**config.mk**
```make
export PLATFORM = sky130hd
export DESIGN_NAME = cache_controller
export DESIGN_NICKNAME = d
export VERILOG_FILES = /design/src/rtl/cache_controller_pkg.sv /design/src/rtl/cache_controller_line_array.sv /design/src/rtl/cache_controller.sv
export SDC_FILE = /design/constraint.sdc
export NUM_CORES = 1
export LEC_CHECK = 0
export CAP_MARGIN = 0
export CORE_UTILIZATION = 50
export DETAILED_ROUTE_END_ITERATION = 12
export PLACE_DENSITY = 0.8
export SETUP_SLACK_MARGIN = 0.2
export SYNTH_ARGS = -nofsm -noshare
export SYNTH_HDL_FRONTEND = slang
export SYNTH_HIERARCHICAL = 1
export SYNTH_SLANG_ARGS = --single-unit
```
**constraint.sdc**
```tcl
create_clock -name clk -period 5.2 [get_ports clk]
set_input_delay 0.78 -clock clk [delete_from_list [all_inputs] [get_ports clk]]
set_output_delay 0.78 -clock clk [all_outputs]
set_load 0.01 [all_outputs]
```
**src/rtl/cache_controller_pkg.sv**
```systemverilog
// Shared types, widths and block-word helpers for the direct-mapped cache controller.
package cache_controller_pkg;

    localparam int ADDR_W          = 10;
    localparam int WORD_W          = 32;
    localparam int BLOCK_W         = 128;
    localparam int WORDS_PER_BLOCK = 4;
    localparam int OFF_W           = 2;

    typedef enum logic [1:0] {
        IDLE       = 2'd0,
        COMPARE    = 2'd1,
        ALLOCATE   = 2'd2,
        WRITE_THRU = 2'd3
    } state_t;

    // Word offset 0 sits in the most significant slot of a memory block.
    function automatic logic [WORD_W-1:0] block_word(input logic [BLOCK_W-1:0] blk,
                                                     input logic [OFF_W-1:0]   off);
        logic [WORD_W-1:0] w;
        case (off)
            2'd0:    w = blk[127:96];
            2'd1:    w = blk[95:64];
            2'd2:    w = blk[63:32];
            2'd3:    w = blk[31:0];
            default: w = blk[31:0];
        endcase
        return w;
    endfunction

    // Return blk with the word at offset off replaced by word.
    function automatic logic [BLOCK_W-1:0] block_put(input logic [BLOCK_W-1:0] blk,
                                                     input logic [OFF_W-1:0]   off,
                                                     input logic [WORD_W-1:0]  word);
        logic [BLOCK_W-1:0] res;
        res = blk;
        case (off)
            2'd0:    res[127:96] = word;
            2'd1:    res[95:64]  = word;
            2'd2:    res[63:32]  = word;
            2'd3:    res[31:0]   = word;
            default: res[31:0]   = word;
        endcase
        return res;
    endfunction

endpackage

```
**src/rtl/cache_controller_line_array.sv**
```systemverilog
// Line storage: valid/tag/block per line, synchronous write, combinational read by index.
module cache_line_array
    import cache_controller_pkg::*;
#(
    parameter int NUM_LINES = 4,
    parameter int IDX_W     = 2,
    parameter int TAG_W     = 6
) (
    input  logic               clk,
    input  logic               rst_n,
    input  logic [IDX_W-1:0]   rd_index,
    output logic               rd_valid,
    output logic [TAG_W-1:0]   rd_tag,
    output logic [BLOCK_W-1:0] rd_block,
    input  logic               wr_block_en,
    input  logic               wr_word_en,
    input  logic [IDX_W-1:0]   wr_index,
    input  logic [TAG_W-1:0]   wr_tag,
    input  logic [BLOCK_W-1:0] wr_block,
    input  logic [OFF_W-1:0]   wr_offset,
    input  logic [WORD_W-1:0]  wr_word
);

    logic [NUM_LINES-1:0] valid_r;
    logic [TAG_W-1:0]     tag_r  [NUM_LINES];
    logic [BLOCK_W-1:0]   data_r [NUM_LINES];

    assign rd_valid = valid_r[rd_index];
    assign rd_tag   = tag_r[rd_index];
    assign rd_block = data_r[rd_index];

    // Valid bits: cleared by reset, set when a whole block is filled.
    always_ff @(posedge clk) begin
        if (!rst_n) begin
            valid_r <= {NUM_LINES{1'b0}};
        end else if (wr_block_en) begin
            valid_r[wr_index] <= 1'b1;
        end else begin
            valid_r <= valid_r;
        end
    end

    // Tag and data: full-block fill on allocate, single-word update on write hit.
    always_ff @(posedge clk) begin
        if (wr_block_en) begin
            tag_r[wr_index]  <= wr_tag;
            data_r[wr_index] <= wr_block;
        end else if (wr_word_en) begin
            data_r[wr_index] <= block_put(data_r[wr_index], wr_offset, wr_word);
        end
    end

endmodule

```
**src/rtl/cache_controller.sv**
```systemverilog
// Direct-mapped, write-through, no-write-allocate cache controller with a fixed-latency memory port.
module cache_controller
    import cache_controller_pkg::*;
#(
    parameter int NUM_LINES = 4,
    parameter int MEM_WAIT  = 2
) (
    input  logic               clk,
    input  logic               rst_n,
    input  logic               cpu_read,
    input  logic               cpu_write,
    input  logic [ADDR_W-1:0]  cpu_addr,
    input  logic [WORD_W-1:0]  cpu_wdata,
    output logic [WORD_W-1:0]  cpu_rdata,
    output logic               cpu_ready,
    output logic               cpu_done,
    output logic               mem_read,
    output logic               mem_lock,
    output logic [ADDR_W-1:0]  mem_addr,
    output logic [BLOCK_W-1:0] mem_wdata,
    input  logic [BLOCK_W-1:0] mem_rdata
);

    localparam int          IDX_W     = $clog2(NUM_LINES);
    localparam int          TAG_W     = ADDR_W - OFF_W - IDX_W;
    localparam logic [3:0]  WAIT_LOAD = 4'(MEM_WAIT - 1);

    state_t              state_r;
    logic [ADDR_W-1:0]   addr_r;
    logic [WORD_W-1:0]   wdata_r;
    logic                write_r;
    logic [3:0]          cnt_r;
    logic [WORD_W-1:0]   cpu_rdata_r;
    logic                cpu_ready_r;
    logic                cpu_done_r;
    logic                mem_read_r;
    logic                mem_lock_r;
    logic [ADDR_W-1:0]   mem_addr_r;
    logic [BLOCK_W-1:0]  mem_wdata_r;

    logic [OFF_W-1:0]    off_s;
    logic [IDX_W-1:0]    idx_s;
    logic [TAG_W-1:0]    tag_s;
    logic                line_valid_s;
    logic [TAG_W-1:0]    line_tag_s;
    logic [BLOCK_W-1:0]  line_block_s;
    logic                hit_s;
    logic                fill_en_s;
    logic                word_en_s;

    assign off_s = addr_r[OFF_W-1:0];
    assign idx_s = addr_r[OFF_W +: IDX_W];
    assign tag_s = addr_r[ADDR_W-1 -: TAG_W];
    assign hit_s = line_valid_s && (line_tag_s == tag_s);

    // Line writes are gated by rst_n so a reset on the last ALLOCATE edge leaves the line untouched.
    assign fill_en_s = rst_n && (state_r == ALLOCATE) && (cnt_r == 4'd0);
    assign word_en_s = rst_n && (state_r == COMPARE) && write_r && hit_s;

    cache_line_array #(
        .NUM_LINES (NUM_LINES),
        .IDX_W     (IDX_W),
        .TAG_W     (TAG_W)
    ) u_lines (
        .clk         (clk),
        .rst_n       (rst_n),
        .rd_index    (idx_s),
        .rd_valid    (line_valid_s),
        .rd_tag      (line_tag_s),
        .rd_block    (line_block_s),
        .wr_block_en (fill_en_s),
        .wr_word_en  (word_en_s),
        .wr_index    (idx_s),
        .wr_tag      (tag_s),
        .wr_block    (mem_rdata),
        .wr_offset   (off_s),
        .wr_word     (wdata_r)
    );

    assign cpu_rdata = cpu_rdata_r;
    assign cpu_ready = cpu_ready_r;
    assign cpu_done  = cpu_done_r;
    assign mem_read  = mem_read_r;
    assign mem_lock  = mem_lock_r;
    assign mem_addr  = mem_addr_r;
    assign mem_wdata = mem_wdata_r;

    // Controller FSM; every output is registered and set on the edge that enters the state it belongs to.
    always_ff @(posedge clk) begin
        if (!rst_n) begin
            state_r     <= IDLE;
            addr_r      <= {ADDR_W{1'b0}};
            wdata_r     <= {WORD_W{1'b0}};
            write_r     <= 1'b0;
            cnt_r       <= 4'd0;
            cpu_rdata_r <= {WORD_W{1'b0}};
            cpu_ready_r <= 1'b1;
            cpu_done_r  <= 1'b0;
            mem_read_r  <= 1'b1;
            mem_lock_r  <= 1'b1;
            mem_addr_r  <= {ADDR_W{1'b0}};
            mem_wdata_r <= {BLOCK_W{1'b0}};
        end else begin
            case (state_r)
                IDLE: begin
                    cpu_done_r <= 1'b0;
                    if (cpu_read || cpu_write) begin
                        addr_r      <= cpu_addr;
                        wdata_r     <= cpu_wdata;
                        write_r     <= cpu_write;
                        cpu_ready_r <= 1'b0;
                        state_r     <= COMPARE;
                    end else begin
                        cpu_ready_r <= 1'b1;
                    end
                end
                COMPARE: begin
                    if (!write_r && hit_s) begin
                        cpu_rdata_r <= block_word(line_block_s, off_s);
                        cpu_done_r  <= 1'b1;
                        cpu_ready_r <= 1'b1;
                        state_r     <= IDLE;
                    end else if (!write_r) begin
                        cnt_r       <= WAIT_LOAD;
                        mem_lock_r  <= 1'b0;
                        mem_read_r  <= 1'b1;
                        mem_addr_r  <= {tag_s, idx_s, 2'b00};
                        state_r     <= ALLOCATE;
                    end else begin
                        // Write hit already updated the line this edge; miss leaves it alone.
                        cnt_r       <= WAIT_LOAD;
                        mem_lock_r  <= 1'b0;
                        mem_read_r  <= 1'b0;
                        mem_addr_r  <= addr_r;
                        mem_wdata_r <= {96'd0, wdata_r};
                        cpu_done_r  <= (WAIT_LOAD == 4'd0);
                        state_r     <= WRITE_THRU;
                    end
                end
                ALLOCATE: begin
                    if (cnt_r == 4'd0) begin
                        mem_lock_r <= 1'b1;
                        mem_read_r <= 1'b1;
                        mem_addr_r <= {ADDR_W{1'b0}};
                        state_r    <= COMPARE;
                    end else begin
                        cnt_r <= cnt_r - 4'd1;
                    end
                end
                WRITE_THRU: begin
                    if (cnt_r == 4'd0) begin
                        cpu_done_r  <= 1'b0;
                        cpu_ready_r <= 1'b1;
                        mem_lock_r  <= 1'b1;
                        mem_read_r  <= 1'b1;
                        mem_addr_r  <= {ADDR_W{1'b0}};
                        mem_wdata_r <= {BLOCK_W{1'b0}};
                        state_r     <= IDLE;
                    end else begin
                        // Raise done so it is visible during the final memory cycle.
                        cnt_r      <= cnt_r - 4'd1;
                        cpu_done_r <= (cnt_r == 4'd1);
                    end
                end
                default: begin
                    cpu_done_r  <= 1'b0;
                    cpu_ready_r <= 1'b1;
                    mem_lock_r  <= 1'b1;
                    mem_read_r  <= 1'b1;
                    mem_addr_r  <= {ADDR_W{1'b0}};
                    mem_wdata_r <= {BLOCK_W{1'b0}};
                    state_r     <= IDLE;
                end
            endcase
        end
    end

endmodule

```
==> results of run 1 <==
==> worst max-delay path, stage by stage (launching register included) <==
cell     delay, ns
dfxtp_4       0.85
mux4_2        0.44
xnor2_1       0.29
and4_2        0.27
and3_1        0.39
a31oi_1       0.41
nor2_4        1.14
==> report_power, final <==
group | internal [mW] | switching (mW) | total (mW)
combinational | 0.555 | 0.663 | 1.22
clock | 2.83 | 2.02 | 4.85
sequential | 5.87 | 0.165 | 6.04
==> how the worst max path moves through the flow <==
| stage | start | to | slack [ns] | cells past startpoint |
|---|---|---|---|---|
| 2_1_floorplan | addr_r[2]$_SDFFE_PN0P_ | u_lines/data_r[0][100]$_DFFE_PP_ | 0.38 | 9 |
| 3_3_place_gp | rst_n | u_lines/data_r[0][22]$_DFFE_PP_ | 1.10 | 7 |
| 3_5_place_dp | addr_r[3]$_SDFFE_PN0P_ | u_lines/data_r[0][13]$_DFFE_PP_ | 1.01 | 6 |
| 4_1_cts | addr_r[3]$_SDFFE_PN0P_ | u_lines/data_r[1][4]$_DFFE_PP_ | 0.95 | 6 |
| 5_1_grt | addr_r[3]$_SDFFE_PN0P_ | u_lines/data_r[0][7]$_DFFE_PP_ | 0.82 | 6 |
| 6_report | addr_r[3]$_SDFFE_PN0P_ | u_lines/data_r[0][7]$_DFFE_PP_ | 0.96 | 6 |
==> area by class of cell <==
type	instances	share of cell area (%)
Clock buffer	98	5.90
Clock inverter	28	0.833
Inverter	6	0.0757
Multi-Input combinational cell	839	24.9
Sequential cell	667	56.7
Tap cell	739	2.80
Timing Repair Buffer	286	8.78
==> stage by stage <==
| stage | total power, mW | hold WS, ns | std cells | instance area [um2] | setup slack [ns] |
|---|---|---|---|---|---|
| floorplan | 6.91 | 0.435 | 1721 | 28100 | 0.378 |
| global placement | 7.31 | 0.438 | 2537 | 30800 | 1.10 |
| detailed placement | 7.35 | 0.444 | 2537 | 30800 | 1.01 |
| CTS | 12.1 | 0.451 | 2663 | 33000 | 0.950 |
| global route | 12.5 | 0.463 | 2663 | 33000 | 0.819 |
| finish | 12.1 | 0.448 | 2663 | 33000 | 0.955 |
==> state kept, by name, indices dropped and copies added, names as in the netlist <==
name,count
mem_addr,10
write_r,1
cnt_r,4
state_r,2
u_lines/data_r,512
addr_r,10
mem_read,1
cpu_rdata,32
mem_lock,1
u_lines/tag_r,24
mem_wdata,32
wdata_r,32
cpu_done,1
cpu_ready,1
u_lines/valid_r,4
==> logic make-up after synthesis <==
group                      synth area share, %
DFF                                       67.4
muxes                                     19.1
and+or+nand+nor                           4.35
buffers and inverters                     4.93
AOI/OAI and AO/OA                         3.84
xor gates and xnor gates                 0.221
adders and majority gates                0.135
other                                   0.0135
==> placed cells by master, fill, tap and decap left out, types with 4 or more instances in the layout <==
master	count
nand2b_1	6
bufinv_16	4
o21a_1	4
nor2_4	5
mux2_2	123
clkbuf_16	72
a21oi_4	12
nand4_1	33
clkbuf_8	5
inv_1	5
clkdlybuf4s50_1	251
xnor2_1	7
o21ai_0	4
clkbuf_1	21
clkinvlp_4	4
nand2_1	136
buf_12	10
buf_4	25
edfxtp_1	536
conb_1	96
a21oi_1	114
clkinv_2	6
nand3_1	34
clkinv_1	7
mux4_2	167
o31ai_1	32
dfxtp_1	127
mux2i_1	8
==> per-layer routing <==
metal / routed length [um] / part of all wire (%) / GRT usage, %
met1: 27300 / 37 / 32.9
met5: 0 / 0 / 0
met3: 7980 / 11 / 8.09
met4: 2090 / 2.8 / 9.25
met2: 36000 / 49 / 43.1
==> summary.md, run 1 <==
| Metric | Value |
|---|---|
| Reg-to-Reg Start | `addr_r[3]$_SDFFE_PN0P_` |
| Setup Buffers After CTS | `0` |
| WS Path Type | `flop to flop` |
| Longest Clk Path Bufs | `3` |
| Slew Limit Fails | `0` |
| Die area | `about 56000 um2` |
| GPL Wtd Cong | `approximately 0.8` |
| Root buf cell | `clkbuf_16` |
| HP Start | `mem_wdata[3]$_SDFFE_PN0P_` |
| # resized after CTS | `0` |
| Worst skew pair latency | `0.62 ns` |
| Pwr dens | `366 nW/um2` |
| Commonest cells in the netlist | `edfxtp_1, mux4_2, nand2_1` |
| Max Fclk | `0.236 GHz` |
| RSZ-0062 raised after global routing | `false` |
| Drc violations | `0` |
| Total congestion overflow | `0` |
| WL final | `73300 um` |
| R2R Setup Slk | `approximately 0.96 ns` |
| Fin crit share | `around four fifths` |
| Starting Density | `51.1%` |
| Status | `finished clean` |
| Die X | `238 um` |
| Top-area cell type share of the netlist area | `58.0%` |
| FILL cells | `3773` |
| Count leader, synth | `edfxtp_1` |
| Syn_area_per_cell | `approximately 17 um2` |
| FF-to-FF path depth | `6` |
| Final Hold Fails | `0` |
| Critical Path RT | `5.40 ns` |
| Yosys reg bits | `667` |
| VDD IR-drop max | `between 0.2 and 0.25 mV` |
| IO Pins | `348` |
| Worst flop-to-flop path endpoint | `u_lines/data_r[0][7]$_DFFE_PP_` |
| Reg area | `about 19000 um2` |
| Num CTS Buffers | `69` |
| HP Class | `flop to flop` |
| Setup violations, final | `0` |
| Vias in the first global route | `16400` |
| Count of mapped cells out of synthesis | `1626` |
| FP Rows | `85` |
| Mapped Area | `roughly 28000 um2` |
| Drt wl/cell | `27.5 um` |
| Post-DP HPWL | `about 46000 um` |
| GRT Overall Usage | `about a quarter` |
| First-pass GRT wire length | `approximately 110000 um` |
| Post-synth EDFFs | `536` |
| Clock Skew | `0.0306 ns` |
| Minimum clock period after layout | `between 4 and 5 ns` |
| Synth cell types | `53` |
| Clock-pin transition on the worst setup and hold timing paths | `around 0.06 ns` |
| Antenna-violating nets left | `0` |
| PortBufs | `251` |
| Largest net degree at the start of global routing | `80` |
| Critical path fanouts, max | `between 50 and 60` |
| First-pass DRT Iterations | `5` |
| Setup tns final | `0 ns` |
| Crit end category | `flop` |
| Worst slew pin tran | `1.30 ns` |
| Cts hold-fix bufs | `0` |
| Slew HR | `12.9%` |
| Clock sinks | `approximately 670` |
| Vias per cell | `roughly 6` |
| Core region area | `54300 um2` |
| Initial antenna violation count | `0` |
| CTS H-tree depth | `3` |
| Async SR Flop Fraction | `0%` |
| Via count | `15900` |
| CP Launch Type | `flop` |
| Sequential fraction of the synthesis area | `67.4%` |
| Max-cap violation count | `0` |
| Area of the multi-input gates | `roughly 8000 um2` |
| Leakage | `approximately 10 nW` |
| Main synth FF type | `edfxtp_1` |
| WP data arrival | `4.45 ns` |
| Worst Hold Depth | `2` |
| Ranking of synthesized cells by area | `edfxtp_1, mux4_2, dfxtp_1, mux2_2, buf_4` |
| Hold Path Sink | `mem_wdata[3]$_SDFFE_PN0P_` |
| CTS tree | `built` |
| Ratio of cells with drive above 1 in the final layout | `24.2%` |
| Post-layout util | `60.8%` |
| Yosys warning count | `6` |
| # diodes | `0` |
| Yosys top cell by area | `edfxtp_1` |
| Initial DRC count | `around 1600` |
| Die Span Y | `238 um` |
| Fin nets | `~2000` |
| Area grow syn2layout | `19.0%` |
No activity file was read; power rests on OpenSTA's default activity.
==> run 2, diff against run 1 <==
- CORE_UTILIZATION: 50 -> 56
- PLACE_DENSITY: 0.8 -> 0.84
- clock period: 5.2 -> 4 ns (I/O delays scaled with it)
==> summary.md, run 2 (synthesis gave the netlist of run 1 again) <==
| Metric | Value |
|---|---|
| CP Launch Type | `flop` |
| Initial DRC count | `1584 (+0.83%)` |
| Hold Path Sink | `mem_wdata[4]$_SDFFE_PN0P_` |
| Largest net degree at the start of global routing | `70 (-13%)` |
| Crit end category | `flop` |
| Switching share of power | `23.4% (-0.18 points)` |
| First-pass GRT wire length | `108000 um (+1.8%)` |
| Drt wl/cell | `28.3 um (+2.9%)` |
| Num CTS Buffers | `68 (-1.4%)` |
| Clock sinks | `667 (unchanged)` |
| Sequential Power Share | `49.6% (-0.3 points)` |
| WP data arrival | `3.82 ns (-0.63 ns)` |
| # diodes | `0 (unchanged)` |
| Slew Limit Fails | `0 (unchanged)` |
| PortBufs | `251 (unchanged)` |
| HP Start | `mem_wdata[4]$_SDFFE_PN0P_` |
| Ratio of cells with drive above 1 in the final layout | `24.9% (+0.72 points)` |
| Worst Hold Depth | `2 (unchanged)` |
| P_int | `12.1 mW (+30%)` |
| Total congestion overflow | `0 (unchanged)` |
| Max-cap violation count | `0 (unchanged)` |
| Slew HR | `19.9% (+7.0 points)` |
| Cts hold-fix bufs | `0 (unchanged)` |
| Fin crit share | `89.3% (+7.7 points)` |
| FF-to-FF path depth | `7 (+1)` |
| Final worst setup slack | `0.428 ns (-0.527 ns)` |
| Commonest cells after routing, fill and taps aside | `edfxtp_1, clkdlybuf4s50_1, mux4_2` |
| Worst slew pin tran | `1.20 ns (-0.105 ns)` |
| Critical Path RT | `4.25 ns (-1.15 ns)` |
| R2R Setup Slk | `0.43 ns (-0.53 ns)` |
| FILL cells | `3154 (-16%)` |
| Worst flop-to-flop path endpoint | `u_lines/data_r[2][111]$_DFFE_PP_` |
| Gate power share | `10.3% (+0.2 points)` |
| IO Pins | `348 (unchanged)` |
| Worst skew pair latency | `0.60 ns (-0.02 ns)` |
| Max reg flops | `512 (unchanged)` |
| Drc violations | `0 (unchanged)` |
| Longest Clk Path Bufs | `3 (unchanged)` |
| GPL Wtd Cong | `0.792 (-2.1%)` |
| Max Fclk | `0.280 GHz (+19%)` |
| # resized after CTS | `0 (unchanged)` |
| Antenna-violating nets left | `0 (unchanged)` |
| Post-route insts no fill | `2605 (-2.2%)` |
| VDD IR-drop max | `0.253 mV (+11%)` |
| Via count | `16200 (+1.7%)` |
| Setup tns final | `0 ns (unchanged)` |
| Minimum clock period after layout | `3.57 ns (-0.673 ns)` |
| Status | `finished clean` |
| Net Sw Power | `3.68 mW (+29%)` |
| Post-DP HPWL | `46100 um (+0.95%)` |
| Critical path fanouts, max | `22 (-58%)` |
| Leakage | `10.5 nW (+0.84%)` |
| RSZ-0062 raised after global routing | `false` |
| CTS H-tree depth | `3 (unchanged)` |
| Clock Skew | `0.0288 ns (-0.00183 ns)` |
| Die X | `225 um (-5.5%)` |
| Fin nets | `2065 (+0.93%)` |
| Final Hold Fails | `0 (unchanged)` |
| Setup WS pre-CTS | `0.395 ns (-0.615 ns)` |
| Reg with most FFs | `u_lines/data_r` |
| First-pass DRT Iterations | `5 (unchanged)` |
| Vias in the first global route | `16700 (+2.0%)` |
| Vias per cell | `6.23 (+4.0%)` |
| Die area | `50500 um2 (-11%)` |
| Root buf cell | `clkbuf_16` |
| HP Class | `flop to flop` |
| CTS tree | `built` |
| Setup Buffers After CTS | `0 (unchanged)` |
| Commonest non-fill, non-tap cell in the layout | `edfxtp_1` |
| Reg-to-Reg Start | `addr_r[2]$_SDFFE_PN0P_` |
| WL final | `73800 um (+0.68%)` |
| CP Cell Sequence | `mux4_2 -> xnor2_1 -> and4_2 -> and3_1 -> or3b_2 -> a21oi_4 -> buf_4` |
| Total power | `15.7 mW (+30%)` |
| Core region area | `49000 um2 (-9.9%)` |
| Die Span Y | `225 um (-5.5%)` |
| Final instance area | `33000 um2 (about the same)` |
| GRT Overall Usage | `29.9% (+3.7 points)` |
| Clock-pin transition on the worst setup and hold timing paths | `0.06 ns (about the same)` |
| Setup violations, final | `0 (unchanged)` |
| Area grow syn2layout | `19.0% (about the same)` |
| Largest stage delay, worst path | `0.63 ns (-0.51 ns)` |
| Area after DPL | `30800 um2 (about the same)` |
| Starting Density | `56.7% (+5.6 points)` |
| Post-layout util | `67.5% (+6.7 points)` |
| Initial antenna violation count | `1 (+1)` |
| Placed cell count | `2482 (-2.2%)` |
| Worst hold slack | `0.450 ns (+0.00199 ns)` |
| FP Rows | `81 (-4.7%)` |
| Clock power share | `40.1% (about the same)` |
| Pwr dens | `477 nW/um2 (+30%)` |
| Slowest-stage cell, CP | `or3b_2` |
| WS Path Type | `flop to flop` |
## run 2: cell count changes in the layout (fill, tap and decap cells not counted), moves of 3 or more
cell,delta
clkinv_1,+12
clkbuf_8,-5
buf_12,-5
buf_4,+24
bufinv_16,+3
clkbuf_1,-13
## run 2: worst max-delay path by stage
stage,startpoint,to,depth (start not counted)
floorplan,addr_r[2]$_SDFFE_PN0P_,u_lines/data_r[0][32]$_DFFE_PP_,9
detailed placement,addr_r[2]$_SDFFE_PN0P_,cpu_rdata[18]$_SDFFE_PN0P_,6
finish,addr_r[2]$_SDFFE_PN0P_,u_lines/data_r[2][111]$_DFFE_PP_,7
global placement,addr_r[2]$_SDFFE_PN0P_,cpu_rdata[19]$_SDFFE_PN0P_,6
CTS,addr_r[2]$_SDFFE_PN0P_,cpu_rdata[11]$_SDFFE_PN0P_,6
global route,addr_r[2]$_SDFFE_PN0P_,u_lines/data_r[2][112]$_DFFE_PP_,7
## run 2: cell type report
cell class / count / area, um2 / area share, %
tap: 664 / 831 / 2.52
sequential: 667 / 18700 / 56.7
clock inverter: 44 / 407 / 1.23
multi-input combinational: 839 / 8230 / 24.9
clock buffer: 79 / 1810 / 5.47
inverter: 6 / 25.0 / 0.0758
timing repair buffer: 306 / 2990 / 9.06
## run 2: power groups by stage
stage / clock network (mW) / logic, mW / registers, mW
2_1_floorplan: 0 / 1.14 / 7.85
3_3_place_gp: 0 / 1.57 / 7.94
3_5_place_dp: 0 / 1.61 / 7.95
5_1_grt: 6.65 / 1.72 / 7.83
4_1_cts: 6.38 / 1.62 / 7.81
6_report: 6.31 / 1.62 / 7.81
## run 2: metal layers
| layer | GRT usage (%) | share of wire (%) | vias to the layer above |
|---|---|---|---|
| met2 | 49.3 | 50 | 1069 |
| met3 | 7.59 | 11 | 164 |
| met1 | 37.7 | 36 | 8235 |
| met5 | 0 | 0 | - |
| li1 | - | - | 6750 |
| met4 | 12.7 | 3.8 | 0 |
## run 2: worst max-delay path, delay by kind of cell (launching register included)
family	cells	cell delay, ns
compound gates	1	0.21
xor+xnor	1	0.25
buf+inv	1	0.39
flops	1	0.47
mux	1	0.54
simple gates	3	1.34
==> run 3, diff against run 2 <==
==> constraint.sdc (replaced) <==
create_clock -name clk -period 4 [get_ports clk]
set_input_delay 0.8 -clock clk [delete_from_list [all_inputs] [get_ports clk]]
set_output_delay 0.8 -clock clk [all_outputs]
set_load 0.01 [all_outputs]
==> summary.md, run 3 (synthesis gave the netlist of run 1 again) <==
| Metric | Value |
|---|---|
| IO Pins | `348 (unchanged)` |
| Final Hold Fails | `0 (unchanged)` |
| Critical Path RT | `4.29 ns (+0.04 ns)` |
| WL final | `73600 um (-0.27%)` |
| Clock sinks | `667 (unchanged)` |
| Minimum clock period after layout | `3.61 ns (+0.0395 ns)` |
| Setup violations, final | `0 (unchanged)` |
| First-pass DRT Iterations | `5 (unchanged)` |
| GPL Wtd Cong | `0.811 (+2.4%)` |
| Vias per cell | `6.20 (-0.34%)` |
| Final worst setup slack | `0.389 ns (-0.0395 ns)` |
| Area grow syn2layout | `19.6%` |
| Cts hold-fix bufs | `0 (unchanged)` |
| Met3 usage in global routing | `4.98% (-2.6 points)` |
| Root buf cell | `clkbuf_16` |
| Die Span Y | `225 um (unchanged)` |
| Global Route met1 Usage | `38.4% (+0.69 points)` |
| Fin nets | `2070 (+0.24%)` |
| Max Fclk | `0.277 GHz (-1.1%)` |
| Initial antenna violation count | `1 (unchanged)` |
| Global routing usage on met2 | `50.1% (+0.86 points)` |
| Area of the multi-input gates | `8230 um2 (unchanged)` |
| VDD IR-drop max | `0.294 mV (+16%)` |
| Worst flop-to-flop path endpoint | `u_lines/data_r[0][98]$_DFFE_PP_` |
| Initial DRC count | `1678 (+5.9%)` |
| CTS H-tree depth | `3 (unchanged)` |
| Hold Path Sink | `mem_wdata[5]$_SDFFE_PN0P_` |
| WP data arrival | `3.90 ns (+0.08 ns)` |
| Total power | `15.9 mW (+1.3%)` |
| Vias in the first global route | `16100 (-3.4%)` |
| Fin crit share | `90.3% (+0.99 points)` |
| Worst slew pin tran | `1.08 ns (-0.121 ns)` |
| Starting Density | `56.7% (unchanged)` |
| FILL cells | `3112 (-1.3%)` |
| Gr busiest metal | `met2` |
| Leakage | `10.6 nW (+0.68%)` |
| R2R Setup Slk | `0.39 ns (-0.04 ns)` |
| CP Launch Type | `flop` |
| Commonest cells after routing, fill and taps aside | `edfxtp_1, clkdlybuf4s50_1, mux4_2` |
| CTS tree | `built` |
| Status | `finished clean` |
| Reg with most FFs | `u_lines/data_r` |
| GRT Overall Usage | `29.6% (-0.23 points)` |
| Num CTS Buffers | `69 (+1.5%)` |
| Post-DP HPWL | `46300 um (+0.47%)` |
| First-pass GRT wire length | `107000 um (-1.2%)` |
| Total congestion overflow | `0 (unchanged)` |
| Area after DPL | `30900 um2 (+0.38%)` |
| Antenna-violating nets left | `0 (unchanged)` |
| Slew HR | `28.0% (+8.1 points)` |
| FF-to-FF path depth | `7 (unchanged)` |
| Die area | `50500 um2 (unchanged)` |
| Critical path fanouts, max | `13 (-41%)` |
| Largest net degree at the start of global routing | `68 (-2.9%)` |
| Reg-to-Reg Start | `addr_r[2]$_SDFFE_PN0P_` |
| Drc violations | `0 (unchanged)` |
| # resized after CTS | `0 (unchanged)` |
| Reg area | `18700 um2 (unchanged)` |
| Worst skew pair latency | `0.61 ns (about the same)` |
| Worst hold slack | `0.448 ns (-0.00238 ns)` |
| Core region area | `49000 um2 (unchanged)` |
| FP Rows | `81 (unchanged)` |
| Setup Buffers After CTS | `0 (unchanged)` |
| Clock Skew | `0.0219 ns (-0.00688 ns)` |
| Via count | `16200 (-0.074%)` |
| Pwr dens | `480 nW/um2 (+0.75%)` |
| RSZ-0062 raised after global routing | `false` |
| Setup WS pre-CTS | `0.372 ns (-0.0226 ns)` |
| Die X | `225 um (unchanged)` |
| Drt wl/cell | `28.2 um (-0.54%)` |
| Max reg flops | `512 (unchanged)` |
| WS Path Type | `flop to flop` |
| HP Class | `flop to flop` |
| Crit end category | `flop` |
| Ratio of cells with drive above 1 in the final layout | `24.9% (+0.026 points)` |
| Longest Clk Path Bufs | `3 (unchanged)` |
| Slew Limit Fails | `0 (unchanged)` |
| Final instance area | `33200 um2 (+0.51%)` |
| Worst Hold Depth | `2 (unchanged)` |
| Clock-pin transition on the worst setup and hold timing paths | `0.06 ns (about the same)` |
| PortBufs | `251 (unchanged)` |
| Max-cap violation count | `0 (unchanged)` |
| Commonest non-fill, non-tap cell in the layout | `edfxtp_1` |
| HP Start | `mem_wdata[5]$_SDFFE_PN0P_` |
-- run 3: report_power, final --
| group | leakage (nW) | internal, mW | switching [mW] |
|---|---|---|---|
| clock network | 1.10 | 3.84 | 2.63 |
| registers | 5.89 | 7.63 | 0.199 |
| logic | 3.61 | 0.747 | 0.893 |
| total | 10.6 | 12.2 | 3.72 |
-- run 3: area by class of cell --
class                      count  area share (%)
sequential                   667            56.4
multi-input combinational    839            24.8
timing repair buffer         310            9.36
clock buffer                  97            5.71
tap                          664            2.50
clock inverter                28            1.11
inverter                       6          0.0754
antenna                        1         0.00754
-- run 3: layer usage --
layer / part of all wire [%] / vias up
li1: - / 6742
met1: 37 / 8235
met2: 51 / 1059
met3: 9.0 / 170
met4: 3.5 / 0
met5: 0 / -
-- run 3: how the worst max path moves through the flow --
stage | startpoint | end | slack, ns | cells past startpoint
final | addr_r[2]$_SDFFE_PN0P_ | u_lines/data_r[0][98]$_DFFE_PP_ | 0.39 | 7
after detailed placement | rst_n | u_lines/data_r[0][105]$_DFFE_PP_ | 0.37 | 6
after global placement | rst_n | u_lines/data_r[0][105]$_DFFE_PP_ | 0.41 | 6
after global routing | addr_r[2]$_SDFFE_PN0P_ | u_lines/data_r[0][96]$_DFFE_PP_ | 0.25 | 7
after CTS | addr_r[2]$_SDFFE_PN0P_ | u_lines/data_r[0][98]$_DFFE_PP_ | 0.40 | 7
after floorplan | addr_r[2]$_SDFFE_PN0P_ | u_lines/data_r[0][32]$_DFFE_PP_ | -0.39 | 9
-- run 3: critical path, stage by stage (launching register included) --
cell and delay (ns):
dfxtp_4 0.46, mux4_2 0.54, xnor2_1 0.24, and4_2 0.28, and3_1 0.42, or3b_2 0.62, a21oi_4 0.42, buf_4 0.31
-- run 3: per-stage QoR --
stage | TNS (ns) | cells | util (%)
global route | 0 | 2611 | 67.8
CTS | 0 | 2611 | 67.8
detailed placement | 0 | 2486 | 63.2
finish | 0 | 2612 | 67.8
floorplan | -99.52 | 1721 | -
global placement | 0 | 2486 | 63.2
